## src/rtl/bsg_upstream_ch_tx.sv

```systemverilog
// Channel link transmitter: buffers 16-bit core words and sends them as two
// 8-bit io beats (low byte first) under token/credit flow control.
module bsg_upstream_ch_tx #(
  parameter int WORD_W      = 16,
  parameter int CHAN_W      = 8,
  parameter int FIFO_DEPTH  = 4,
  parameter int CREDITS     = 16,
  parameter int TOKEN_DECIM = 4,
  localparam int CW         = $clog2(CREDITS + 1)
) (
  input  logic              clk,
  input  logic              rst,
  input  logic [WORD_W-1:0] core_data_i,
  input  logic              core_valid_i,
  output logic              core_ready_o,
  output logic [CHAN_W-1:0] io_data_o,
  output logic              io_valid_o,
  input  logic              io_token_i,
  output logic [CW-1:0]     credits_o,
  output logic              busy_o
);

  localparam int AW = $clog2(FIFO_DEPTH);

  typedef enum logic [1:0] {
    IDLE,
    SEND_LO,
    SEND_HI
  } state_e;

  state_e state_q, state_d;

  logic [WORD_W-1:0] mem_q [FIFO_DEPTH];
  logic [AW:0]       wptr_q, rptr_q, count;
  logic              full, empty, enq, launch;
  logic [WORD_W-1:0] head;

  logic [CHAN_W-1:0] hi_q, hi_d;
  logic [CHAN_W-1:0] io_data_q, io_data_d;
  logic              io_valid_q, io_valid_d;

  logic              tok_s1_q, tok_s2_q, tok_prev_q, tok_rise;
  logic [CW-1:0]     credits_q, credits_d;
  logic [CW:0]       cred_sum;

  assign count = wptr_q - rptr_q;
  assign full  = count == (AW+1)'(FIFO_DEPTH);
  assign empty = wptr_q == rptr_q;
  assign enq   = core_valid_i & ~full;
  assign head  = mem_q[rptr_q[AW-1:0]];

  always_ff @(posedge clk) begin
    if (enq) mem_q[wptr_q[AW-1:0]] <= core_data_i;
  end

  assign tok_rise = tok_s2_q & ~tok_prev_q;

  // Launch uses the pre-token credit count; the sum is one bit wider so
  // the clamp can see an overflow attempt.
  always_comb begin
    cred_sum = {1'b0, credits_q} - (CW+1)'(launch);
    if (tok_rise) cred_sum = cred_sum + (CW+1)'(TOKEN_DECIM);
    if (cred_sum > (CW+1)'(CREDITS)) credits_d = CW'(CREDITS);
    else                             credits_d = cred_sum[CW-1:0];
  end

  always_comb begin
    state_d    = state_q;
    hi_d       = hi_q;
    io_data_d  = io_data_q;
    io_valid_d = 1'b0;
    launch     = 1'b0;
    unique case (state_q)
      IDLE, SEND_HI: begin
        if (!empty && credits_q != '0) begin
          launch     = 1'b1;
          hi_d       = head[WORD_W-1:CHAN_W];
          io_data_d  = head[CHAN_W-1:0];
          io_valid_d = 1'b1;
          state_d    = SEND_LO;
        end else begin
          state_d    = IDLE;
        end
      end
      SEND_LO: begin
        io_data_d  = hi_q;
        io_valid_d = 1'b1;
        state_d    = SEND_HI;
      end
      default: state_d = IDLE;
    endcase
  end

  always_ff @(posedge clk) begin
    if (rst) begin
      state_q    <= IDLE;
      wptr_q     <= '0;
      rptr_q     <= '0;
      hi_q       <= '0;
      io_data_q  <= '0;
      io_valid_q <= 1'b0;
      tok_s1_q   <= 1'b0;
      tok_s2_q   <= 1'b0;
      tok_prev_q <= 1'b0;
      credits_q  <= CW'(CREDITS);
    end else begin
      state_q    <= state_d;
      hi_q       <= hi_d;
      io_data_q  <= io_data_d;
      io_valid_q <= io_valid_d;
      tok_s1_q   <= io_token_i;
      tok_s2_q   <= tok_s1_q;
      tok_prev_q <= tok_s2_q;
      credits_q  <= credits_d;
      if (enq)    wptr_q <= wptr_q + 1'b1;
      if (launch) rptr_q <= rptr_q + 1'b1;
    end
  end

  assign core_ready_o = ~full;
  assign io_data_o    = io_data_q;
  assign io_valid_o   = io_valid_q;
  assign credits_o    = credits_q;
  assign busy_o       = ~empty | (state_q != IDLE);

endmodule

```

## config.mk

```make
export PLATFORM = sky130hd
export DESIGN_NAME = bsg_upstream_ch_tx
export DESIGN_NICKNAME = d
export VERILOG_FILES = /design/src/rtl/bsg_upstream_ch_tx.sv
export SDC_FILE = /design/constraint.sdc
export NUM_CORES = 1
export LEC_CHECK = 0
export ABC_AREA = 1
export BUFFER_PORTS_ARGS = -buffer_cell sky130_fd_sc_hd__buf_4
export CELL_PAD_IN_SITES_DETAIL_PLACEMENT = 1
export CELL_PAD_IN_SITES_GLOBAL_PLACEMENT = 1
export CORE_MARGIN = 2
export CORE_UTILIZATION = 46
export CTS_CLUSTER_SIZE = 30
export DETAILED_ROUTE_END_ITERATION = 16
export GPL_TIMING_DRIVEN = 1
export PLACE_DENSITY_LB_ADDON = 0.1
export SLEW_MARGIN = 20
export SYNTH_ARGS = -nofsm -noshare
export SYNTH_HDL_FRONTEND = slang
export SYNTH_SLANG_ARGS = --single-unit
```

## constraint.sdc

```tcl
create_clock -name clk -period 3.6 [get_ports clk]
set_input_delay 0.18 -clock clk [delete_from_list [all_inputs] [get_ports clk]]
set_output_delay 0.18 -clock clk [all_outputs]
set_load 0.01 [all_outputs]
```

==> results of run 1 <==
==> worst paths after layout <==
path | end | slack, ns | cells past startpoint
setup / recovery | credits_o[3] | 0.43 | 18
hold / removal | mem_q[0][4] | 0.01 | 1
setup reg to reg | credits_o[3] | 0.43 | 18
hold reg to reg | tok_s2_q | 0.42 | 2
==> power by group through the flow <==
stage / registers (mW) / logic, mW / clock network (mW)
floorplan: 1.57 / 1.09 / 0
CTS: 1.56 / 1.51 / 0.722
detailed placement: 1.59 / 1.50 / 0
global placement: 1.58 / 1.44 / 0
global route: 1.59 / 1.71 / 0.759
finish: 1.56 / 1.49 / 0.701
==> routing by layer <==
metal / vias to the layer above / routed length, um / GRT usage [%]
met5: - / 0 / 0
met2: 44 / 4630 / 36.3
met1: 1389 / 3980 / 24.4
met4: 0 / 235 / 8.11
li1: 1404 / - / -
met3: 15 / 290 / 3.01
==> state kept, by name (all words and copies together), names as in the netlist, named ones only <==
signal and cells:
tok_s1_q 1, rptr_q 3, hi_q 8, tok_prev_q 1, tok_s2_q 1, credits_o 5, state_q 2, io_valid_o 1
mem_q 64, wptr_q 3, io_data_o 8
==> placed cells by master (no fill, tap or decap), types with 2 or more instances in the layout <==
master	n
a21oi_1	16
a21oi_2	7
buf_4	40
clkbuf_1	2
clkbuf_8	9
dfxtp_1	35
edfxtp_1	64
ha_1	10
inv_1	27
inv_2	5
inv_6	2
nand2_1	76
nand2_2	3
nand2_4	2
nand3_1	30
nand4_1	3
nor2_1	50
nor2_2	5
nor3_1	6
o21ai_0	24
o21ai_1	4
o22ai_1	8
xor2_1	2
==> kinds of logic after synthesis <==
| family | Yosys count | synth area share (%) |
|---|---|---|
| simple gates | 177 | 18.8 |
| flops | 99 | 64.2 |
| compound gates | 59 | 8.11 |
| buf+inv | 47 | 5.23 |
| fa+ha+maj | 10 | 3.06 |
| xor+xnor | 3 | 0.643 |
==> synth_stat cells (all sizes together) <==
| master | number | area share [%] |
|---|---|---|
| ha | 10 | 3.1 |
| nand2 | 81 | 8.0 |
| o22ai | 8 | 1.2 |
| a21oi | 23 | 3.5 |
| clkbuf | 1 | 0.092 |
| nor2 | 55 | 5.4 |
| xnor2 | 1 | 0.21 |
| xor2 | 2 | 0.43 |
| o21ai | 28 | 3.4 |
| nand4 | 3 | 0.46 |
| nor3 | 6 | 0.73 |
| edfxtp | 64 | 47 |
| buf | 12 | 1.9 |
| dfxtp | 35 | 17 |
| nand3 | 31 | 4.1 |
| or2 | 1 | 0.15 |
| clkinv | 2 | 0.31 |
| inv | 32 | 2.9 |
==> per-stage QoR <==
step | util (%) | setup WS (ns) | hold slack (ns) | power [mW]
global placement | 51.2 | 0.614 | 0.379 | 3.02
global route | 53.4 | 0.0870 | 0.00756 | 4.06
finish | 53.4 | 0.428 | 0.0133 | 3.75
floorplan | - | 0.788 | 0.271 | 2.66
CTS | 53.4 | 0.365 | 0.00171 | 3.80
detailed placement | 51.2 | 0.384 | 0.383 | 3.09
==> worst max-delay path: cells and delay by family (launching register included) <==
kind | cells | cell delay [ns]
and+or+nand+nor | 8 | 1.07
AOI/OAI and AO/OA | 1 | 0.12
DFF | 1 | 0.39
buffers and inverters | 5 | 0.48
adders and majority gates | 4 | 1.05
==> cell type report <==
class,count,area [um2]
Clock inverter,5,60.1
Clock buffer,11,131
Timing Repair Buffer,40,300
Tap cell,108,135
Fill cell,1015,4050
Multi-Input combinational cell,249,1250
Sequential cell,99,2620
Inverter,34,133
==> reports/summary.txt, run 1 <==
# DRC -> 0
Final Cycle Share -> 88.1%
Crit path time final -> 3.17 ns
Reg2reg start -> wptr_q[0]
Area added between synthesis and finish -> 13.3%
Finished layout cell area -> 4630 um2
CTS Hold Bufs -> 0
Antenna fix cells -> 0
First-pass GRT wire length -> 15200 um
Vias -> 2852
Antenna Nets Post-Route -> 0
Sw frac -> 39.6%
Combinational power share -> 39.8%
Die height -> 98.3 um
Synthesis Warnings -> 0
Worst-path clk slew -> 0.10 ns
Port Buf Inserts -> 35
H-tree depth -> 3
Postcts setup bufs -> 0
# setup viols final -> 0
Yosys cell types -> 28
Via/cell ratio -> 5.22
Layout cell share with drive strength beyond 1 -> 18.0%
Peak supply drop -> 0.000318 V
Total net switching power -> 1.49 mW
Worst slew margin -> 54.3%
Root Buffer -> clkbuf_8
Std-Cell Rows -> 34
Post-DP HPWL -> 6190 um
Grt ovf -> 0
Crit path launch -> wptr_q[0]
Initial antenna violation count -> 0
Max-cap violations -> 0
Syn Nets -> 425
RSZ-0062 raised after global routing -> no
Avg Inst Size Synth -> 10.3 um2
CTS tree -> done
Worst Path Required -> 3.88 ns
Crit path DAT -> 3.45 ns
Sequential share of power -> 41.5%
CP cell instances -> inv_1 > ha_1 > nand2_1 > inv_1 > nand2_2 > nand3_4 > clkinv_4 > ha_1 > ha_1 > inv_1 > nand2_1 > nand2_1 > inv_1 > ha_1 > or2_2 > nand2_1 > a21oi_1 > nor3_1
Critical-path top delay cell -> dfxtp_1
Largest net degree at the start of global routing -> 34
Drt wl/cell -> 16.7 um
Core Area -> 8680 um2
Clock network power share -> 18.7%
Hold Path Class -> in2reg
CP Max Fanout -> 14
Die Wd -> 98.3 um
Worst Skew -> 0.0135 ns
Placed Area -> 4440 um2
Worst slew pin tran -> 0.684 ns
Finished Layout Cells -> 546
Max Freq -> 315 MHz
Hold path start -> core_data_i[4]
Gates resized, CTS repair -> 0
Ports -> 36
Clock Latency Late Sink -> 0.36 ns
Total CTS buffers -> 9
Initial Utilization -> 47.1%
Maximum clock path buffer count -> 2
GRT Total Usage -> 20.2%
Int Pwr -> 2.27 mW
Pre-antenna DRT Iters -> 4
Final Hold Vio Count -> 0
Die ar. -> 9660 um2
Cell count after synthesis -> 395
Vias in the first global route -> 3034
1st-iter DRT viols -> 101
Lkg Pwr -> 1.82 nW
CP endpoint kind -> flop
Largest stage delay, worst path -> 0.39 ns
Syn Std Cell Area -> 4090 um2
Status -> finished, final reports clean
Sequential area share after synthesis -> 64.2%
Placed cells -> 530
CP Launch Type -> flop
Total negative slack -> 0 ns
Slew Viols, Final -> 0
Synth Register Bits -> 99
Pwr dens -> 810 nW/um2
WL final -> 9140 um
CTS Sinks -> 99
Setup CP Type -> reg2reg
Net count of the finished layout -> 463
Gp weighted congestion -> 0.830
Note: power is estimated with default switching activity, not from simulation.
==> inputs of run 2 (changes only) <==
Settings changed: BUFFER_PORTS_ARGS -buffer_cell sky130_fd_sc_hd__buf_4 to -buffer_cell sky130_fd_sc_hd__buf_2, SLEW_MARGIN 20 to default.
==> reports/summary.txt, run 2 (synthesis results as in run 1) <==
CTS Hold Bufs -> 0 (unchanged)
Delay-heaviest family, CP -> simple AND/OR/NAND/NOR gates
R2R cell count -> 18 (unchanged)
Status -> finished, final reports clean
Most frequent cells in the layout -> nand2_1 (76), edfxtp_1 (64), nor2_1 (50)
Max Freq -> 312 MHz (-0.89%)
Final Cycle Share -> 88.9% (+0.80 points)
Final Hold Vio Count -> 0 (unchanged)
Drt wl/cell -> 15.9 um (-5.0%)
Slew Viols, Final -> 0 (unchanged)
Worst Skew -> 0.00641 ns (-0.00707 ns)
Initial antenna violation count -> 0 (unchanged)
Vias -> 2811 (-1.4%)
Final core utilization -> 52.6% (-0.76 points)
Worst slew pin tran -> 0.672 ns (-0.0126 ns)
First-pass GRT wire length -> 14100 um (-6.8%)
Die height -> 98.3 um (unchanged)
Peak supply drop -> 0.000327 V (+2.8%)
Fill count -> 978 (-3.6%)
Ports -> 36 (unchanged)
Buf/Inv on CP -> 5 (unchanged)
CP Max Fanout -> 14 (unchanged)
Max reg flops -> 64 (unchanged)
Post-place setup slack -> 0.387 ns (+0.00276 ns)
Vias in the first global route -> 2868 (-5.5%)
CP cell instances -> inv_1 > ha_1 > nand2_1 > inv_1 > nand2_2 > nand3_4 > clkinv_4 > ha_1 > ha_1 > inv_1 > nand2_1 > nand2_1 > inv_1 > ha_1 > or2_2 > nand2_1 > a21oi_1 > nor3_1
1st-iter DRT viols -> 101 (unchanged)
Hold Path Class -> in2reg
Std-Cell Rows -> 34 (unchanged)
Antenna fix cells -> 0 (unchanged)
Hold depth -> 1 (unchanged)
Largest net degree at the start of global routing -> 34 (unchanged)
Lkg Pwr -> 1.81 nW (-0.47%)
Finished Layout Cells -> 546 (unchanged)
Initial Utilization -> 47.1% (unchanged)
Gates resized, CTS repair -> 0 (unchanged)
CTS tree -> done
WL final -> 8680 um (-5.0%)
# DRC -> 0 (unchanged)
H-tree depth -> 3 (unchanged)
Largest stage delay, worst path -> 0.40 ns (about the same)
Gp weighted congestion -> 0.820 (-1.2%)
Net count of the finished layout -> 463 (unchanged)
Placed cells -> 530 (unchanged)
Crit path time final -> 3.20 ns (+0.0286 ns)
Total CTS buffers -> 9 (unchanged)
CTS Sinks -> 99 (unchanged)
Post-DP HPWL -> 5950 um (-3.8%)
Sequential cell area -> 2620 um2 (unchanged)
Worst slew margin -> 55.2% (+0.84 points)
RSZ-0062 raised after global routing -> no
R2R setup slack -> 0.40 ns (-0.03 ns)
Setup CP Type -> reg2reg
Area occupied by multi-input gates -> 1250 um2 (unchanged)
Total negative slack -> 0 ns (unchanged)
Via/cell ratio -> 5.15 (-1.4%)
Pwr dens -> 818 nW/um2 (+1.0%)
CP Launch Type -> flop
Worst-path clk slew -> 0.09 ns (about the same)
Pre-antenna DRT Iters -> 4 (unchanged)
Worst Path Required -> 3.88 ns (about the same)
Crit path DAT -> 3.48 ns (+0.03 ns)
Grt ovf -> 0 (unchanged)
Maximum clock path buffer count -> 2 (unchanged)
Core Area -> 8680 um2 (unchanged)
Die ar. -> 9660 um2 (unchanged)
Final WS setup -> 0.400 ns (-0.0286 ns)
Max-cap violations -> 0 (unchanged)
Postcts setup bufs -> 0 (unchanged)
Die Wd -> 98.3 um (unchanged)
Clock Latency Late Sink -> 0.36 ns (about the same)
CP endpoint kind -> flop
Commonest non-fill, non-tap cell in the layout -> nand2_1
GRT Total Usage -> 19.2% (-1.0 points)
Critical-path top delay cell -> dfxtp_1
Antenna Nets Post-Route -> 0 (unchanged)
Layout cell share with drive strength beyond 1 -> 18.0% (unchanged)
Root Buffer -> clkbuf_8
Port Buf Inserts -> 35 (unchanged)
Critical path depth -> 18 (unchanged)
# setup viols final -> 0 (unchanged)
Area added between synthesis and finish -> 11.7%
==> run 2: changes by cell type in the layout (fill, tap and decap cells not counted), sizes merged <==
cell and change:
clkinvlp -1, clkbuf +1
==> run 2: area by class of cell <==
| cell class | instances | share of cell area, % |
|---|---|---|
| clock inverter | 4 | 1.23 |
| tap | 108 | 2.96 |
| inverter | 34 | 2.90 |
| clock buffer | 12 | 3.42 |
| multi-input combinational | 249 | 27.4 |
| sequential | 99 | 57.4 |
| timing repair buffer | 40 | 4.66 |
==> run 2: power breakdown <==
part           total [mW]  switching [mW]  internal, mW
registers            1.56           0.107          1.45
clock network       0.748           0.377         0.371
logic                1.43           0.976         0.456
==> run 2: path summary, 6_finish.rpt <==
| path | start | to |
|---|---|---|
| max reg2reg | wptr_q[0] | credits_o[0] |
| min | core_data_i[4] | mem_q[0][4] |
| max | wptr_q[0] | credits_o[0] |
| min reg2reg | tok_s1_q | tok_s2_q |
==> run 2: per-stage QoR <==
step | cell area (um2) | total power, mW | hold slack [ns]
global route | 4570 | 4.03 | 0.0206
floorplan | 4090 | 2.66 | 0.271
detailed placement | 4350 | 3.04 | 0.394
CTS | 4570 | 3.80 | 0.0105
finish | 4570 | 3.74 | 0.0237
global placement | 4350 | 2.98 | 0.390
==> run 2: routing by layer <==
metal / track usage (%) / up-vias / routed length, um
met5: 0 / - / 0
met4: 6.85 / 0 / 126
met3: 3.01 / 10 / 307
met2: 33.7 / 46 / 4440
met1: 24.2 / 1347 / 3810
li1: - / 1408 / -
==> inputs of run 3 (changes only) <==
Settings changed: CORE_UTILIZATION 46 to 48, CTS_BUF_LIST from default to sky130_fd_sc_hd__clkbuf_4, RECOVER_POWER from default to 50.
==> reports/summary.txt, run 3 (synthesis results as in run 1) <==
Hold_ws -> 0.0149 ns (-0.00876 ns)
Drt wl/cell -> 16.1 um (+1.1%)
Initial Utilization -> 49.7% (+2.6 points)
Area added between synthesis and finish -> 12.4%
First-pass GRT wire length -> 14500 um (+2.7%)
Max reg flops -> 64 (unchanged)
CTS Sinks -> 99 (unchanged)
CP Launch Type -> flop
Area occupied by multi-input gates -> 1240 um2 (-1.2%)
Via/cell ratio -> 5.25 (+1.9%)
Total CTS buffers -> 9 (unchanged)
CTS tree -> done
Worst slew margin -> 47.5% (-7.7 points)
Fill count -> 962 (-1.6%)
Die height -> 96.3 um (-2.0%)
Final Hold Vio Count -> 0 (unchanged)
Root Buffer -> clkbuf_4
Setup CP Type -> reg2reg
Max Freq -> 317 MHz (+1.4%)
Status -> finished, final reports clean
Maximum clock path buffer count -> 2 (unchanged)
Grt ovf -> 0 (unchanged)
Port Buf Inserts -> 35 (unchanged)
CP Max Fanout -> 14 (unchanged)
GRT Total Usage -> 21.2% (+2.0 points)
1st-iter DRT viols -> 117 (+16%)
Lkg Pwr -> 1.74 nW (-3.7%)
Crit path time final -> 3.16 ns (-0.0447 ns)
Worst-path clk slew -> 0.15 ns (+0.06 ns)
Postcts setup bufs -> 0 (unchanged)
Largest net degree at the start of global routing -> 34 (unchanged)
Gp weighted congestion -> 0.729 (-11%)
Hold path start -> core_valid_i
Hold EP -> wptr_q[2]
Crit path DAT -> 3.53 ns (+0.05 ns)
Post-DP HPWL -> 6070 um (+1.9%)
Sequential cell area -> 2620 um2 (unchanged)
CP endpoint kind -> flop
Layout cell share with drive strength beyond 1 -> 10.3% (-7.7 points)
Worst Skew -> 0.0195 ns (+0.0131 ns)
Most frequent cells in the layout -> nand2_1 (78), edfxtp_1 (64), nor2_1 (52)
Final Cycle Share -> 87.7% (-1.2 points)
Final Power -> 3.50 mW (-6.4%)
# DRC -> 0 (unchanged)
Hold Path Class -> in2reg
RSZ-0062 raised after global routing -> no
Ports -> 36 (unchanged)
Pwr dens -> 761 nW/um2 (-7.0%)
Clock Latency Late Sink -> 0.45 ns (+0.09 ns)
Max-cap violations -> 0 (unchanged)
WL final -> 9020 um (+3.9%)
Worst Path Required -> 3.97 ns (+0.09 ns)
Initial antenna violation count -> 0 (unchanged)
Worst r2r dst -> credits_o[2]
Antenna fix cells -> 0 (unchanged)
Total negative slack -> 0 ns (unchanged)
R2R cell count -> 18 (unchanged)
Vias -> 2943 (+4.7%)
# setup viols final -> 0 (unchanged)
Peak supply drop -> 0.000314 V (-3.9%)
Die ar. -> 9270 um2 (-4.0%)
Gates resized, CTS repair -> 0 (unchanged)
H-tree depth -> 3 (unchanged)
Hold depth -> 3 (+2)
Reg2reg start -> wptr_q[0]
Commonest non-fill, non-tap cell in the layout -> nand2_1
Net count of the finished layout -> 481 (+3.9%)
Slew Viols, Final -> 0 (unchanged)
Pre-antenna DRT Iters -> 4 (unchanged)
Die Wd -> 96.3 um (-2.0%)
Worst slew pin tran -> 0.785 ns (+0.113 ns)
Vias in the first global route -> 3005 (+4.8%)
Antenna Nets Post-Route -> 0 (unchanged)
CTS Hold Bufs -> 17 (+17)
R2R setup slack -> 0.44 ns (+0.04 ns)
Std-Cell Rows -> 33 (-2.9%)
Core Area -> 8220 um2 (-5.3%)
## run 3: cell type report
type | count | share of cell area [%]
repair buffers | 58 | 7.68
clock buffers | 9 | 1.47
multi-input cells | 249 | 26.9
well taps | 105 | 2.86
flip-flops and latches | 99 | 57.1
inverters | 34 | 2.89
clock inverters | 7 | 1.12
## run 3: layer usage
layer	share of wire [%]	routed length [um]	track usage, %	up-vias
li1	-	-	-	1444
met1	44	3990	25.2	1444
met2	52	4660	38.2	48
met3	3.3	297	3.99	7
met4	0.83	75	7.14	0
met5	0	0	0	-
## run 3: worst max-delay path, cell delays in order, from the launching register on
cell and delay, ns:
dfxtp_1 0.43, inv_1 0.12, ha_1 0.29, nand2_1 0.07, inv_1 0.09, nand2_2 0.07, nand3_4 0.17, clkinv_4 0.16
ha_1 0.25, ha_1 0.23, inv_1 0.06, nand2_1 0.06, nand2_1 0.10, inv_1 0.05, ha_1 0.25, or2_2 0.29
nand2_1 0.09, a21oi_1 0.12, nor3_1 0.19
## run 3: worst max-delay path by stage
stage | startpoint | end | cells past startpoint | slack [ns]
finish | wptr_q[0] | credits_o[2] | 18 | 0.44
floorplan | wptr_q[0] | credits_o[0] | 19 | 0.79
CTS | wptr_q[0] | credits_o[2] | 18 | 0.42
global route | wptr_q[0] | credits_o[1] | 18 | 0.09
global placement | wptr_q[0] | credits_o[1] | 18 | 0.59
detailed placement | wptr_q[0] | credits_o[2] | 18 | 0.45
## run 3: power breakdown
part	switching (mW)	internal (mW)	total (mW)	leakage (nW)
combinational	0.961	0.451	1.41	0.804
clock	0.379	0.146	0.525	0.0643
sequential	0.110	1.45	1.56	0.874
## run 3: stage by stage
step                instance area, um2  utilization [%]  worst slack, ns  instances
floorplan                         4090                -            0.788        395
global placement                  4360             53.0            0.589        528
detailed placement                4360             53.0            0.452        528
CTS                               4650             56.6            0.421        561
global route                      4590             55.9           0.0899        561
finish                            4590             55.9            0.444        561
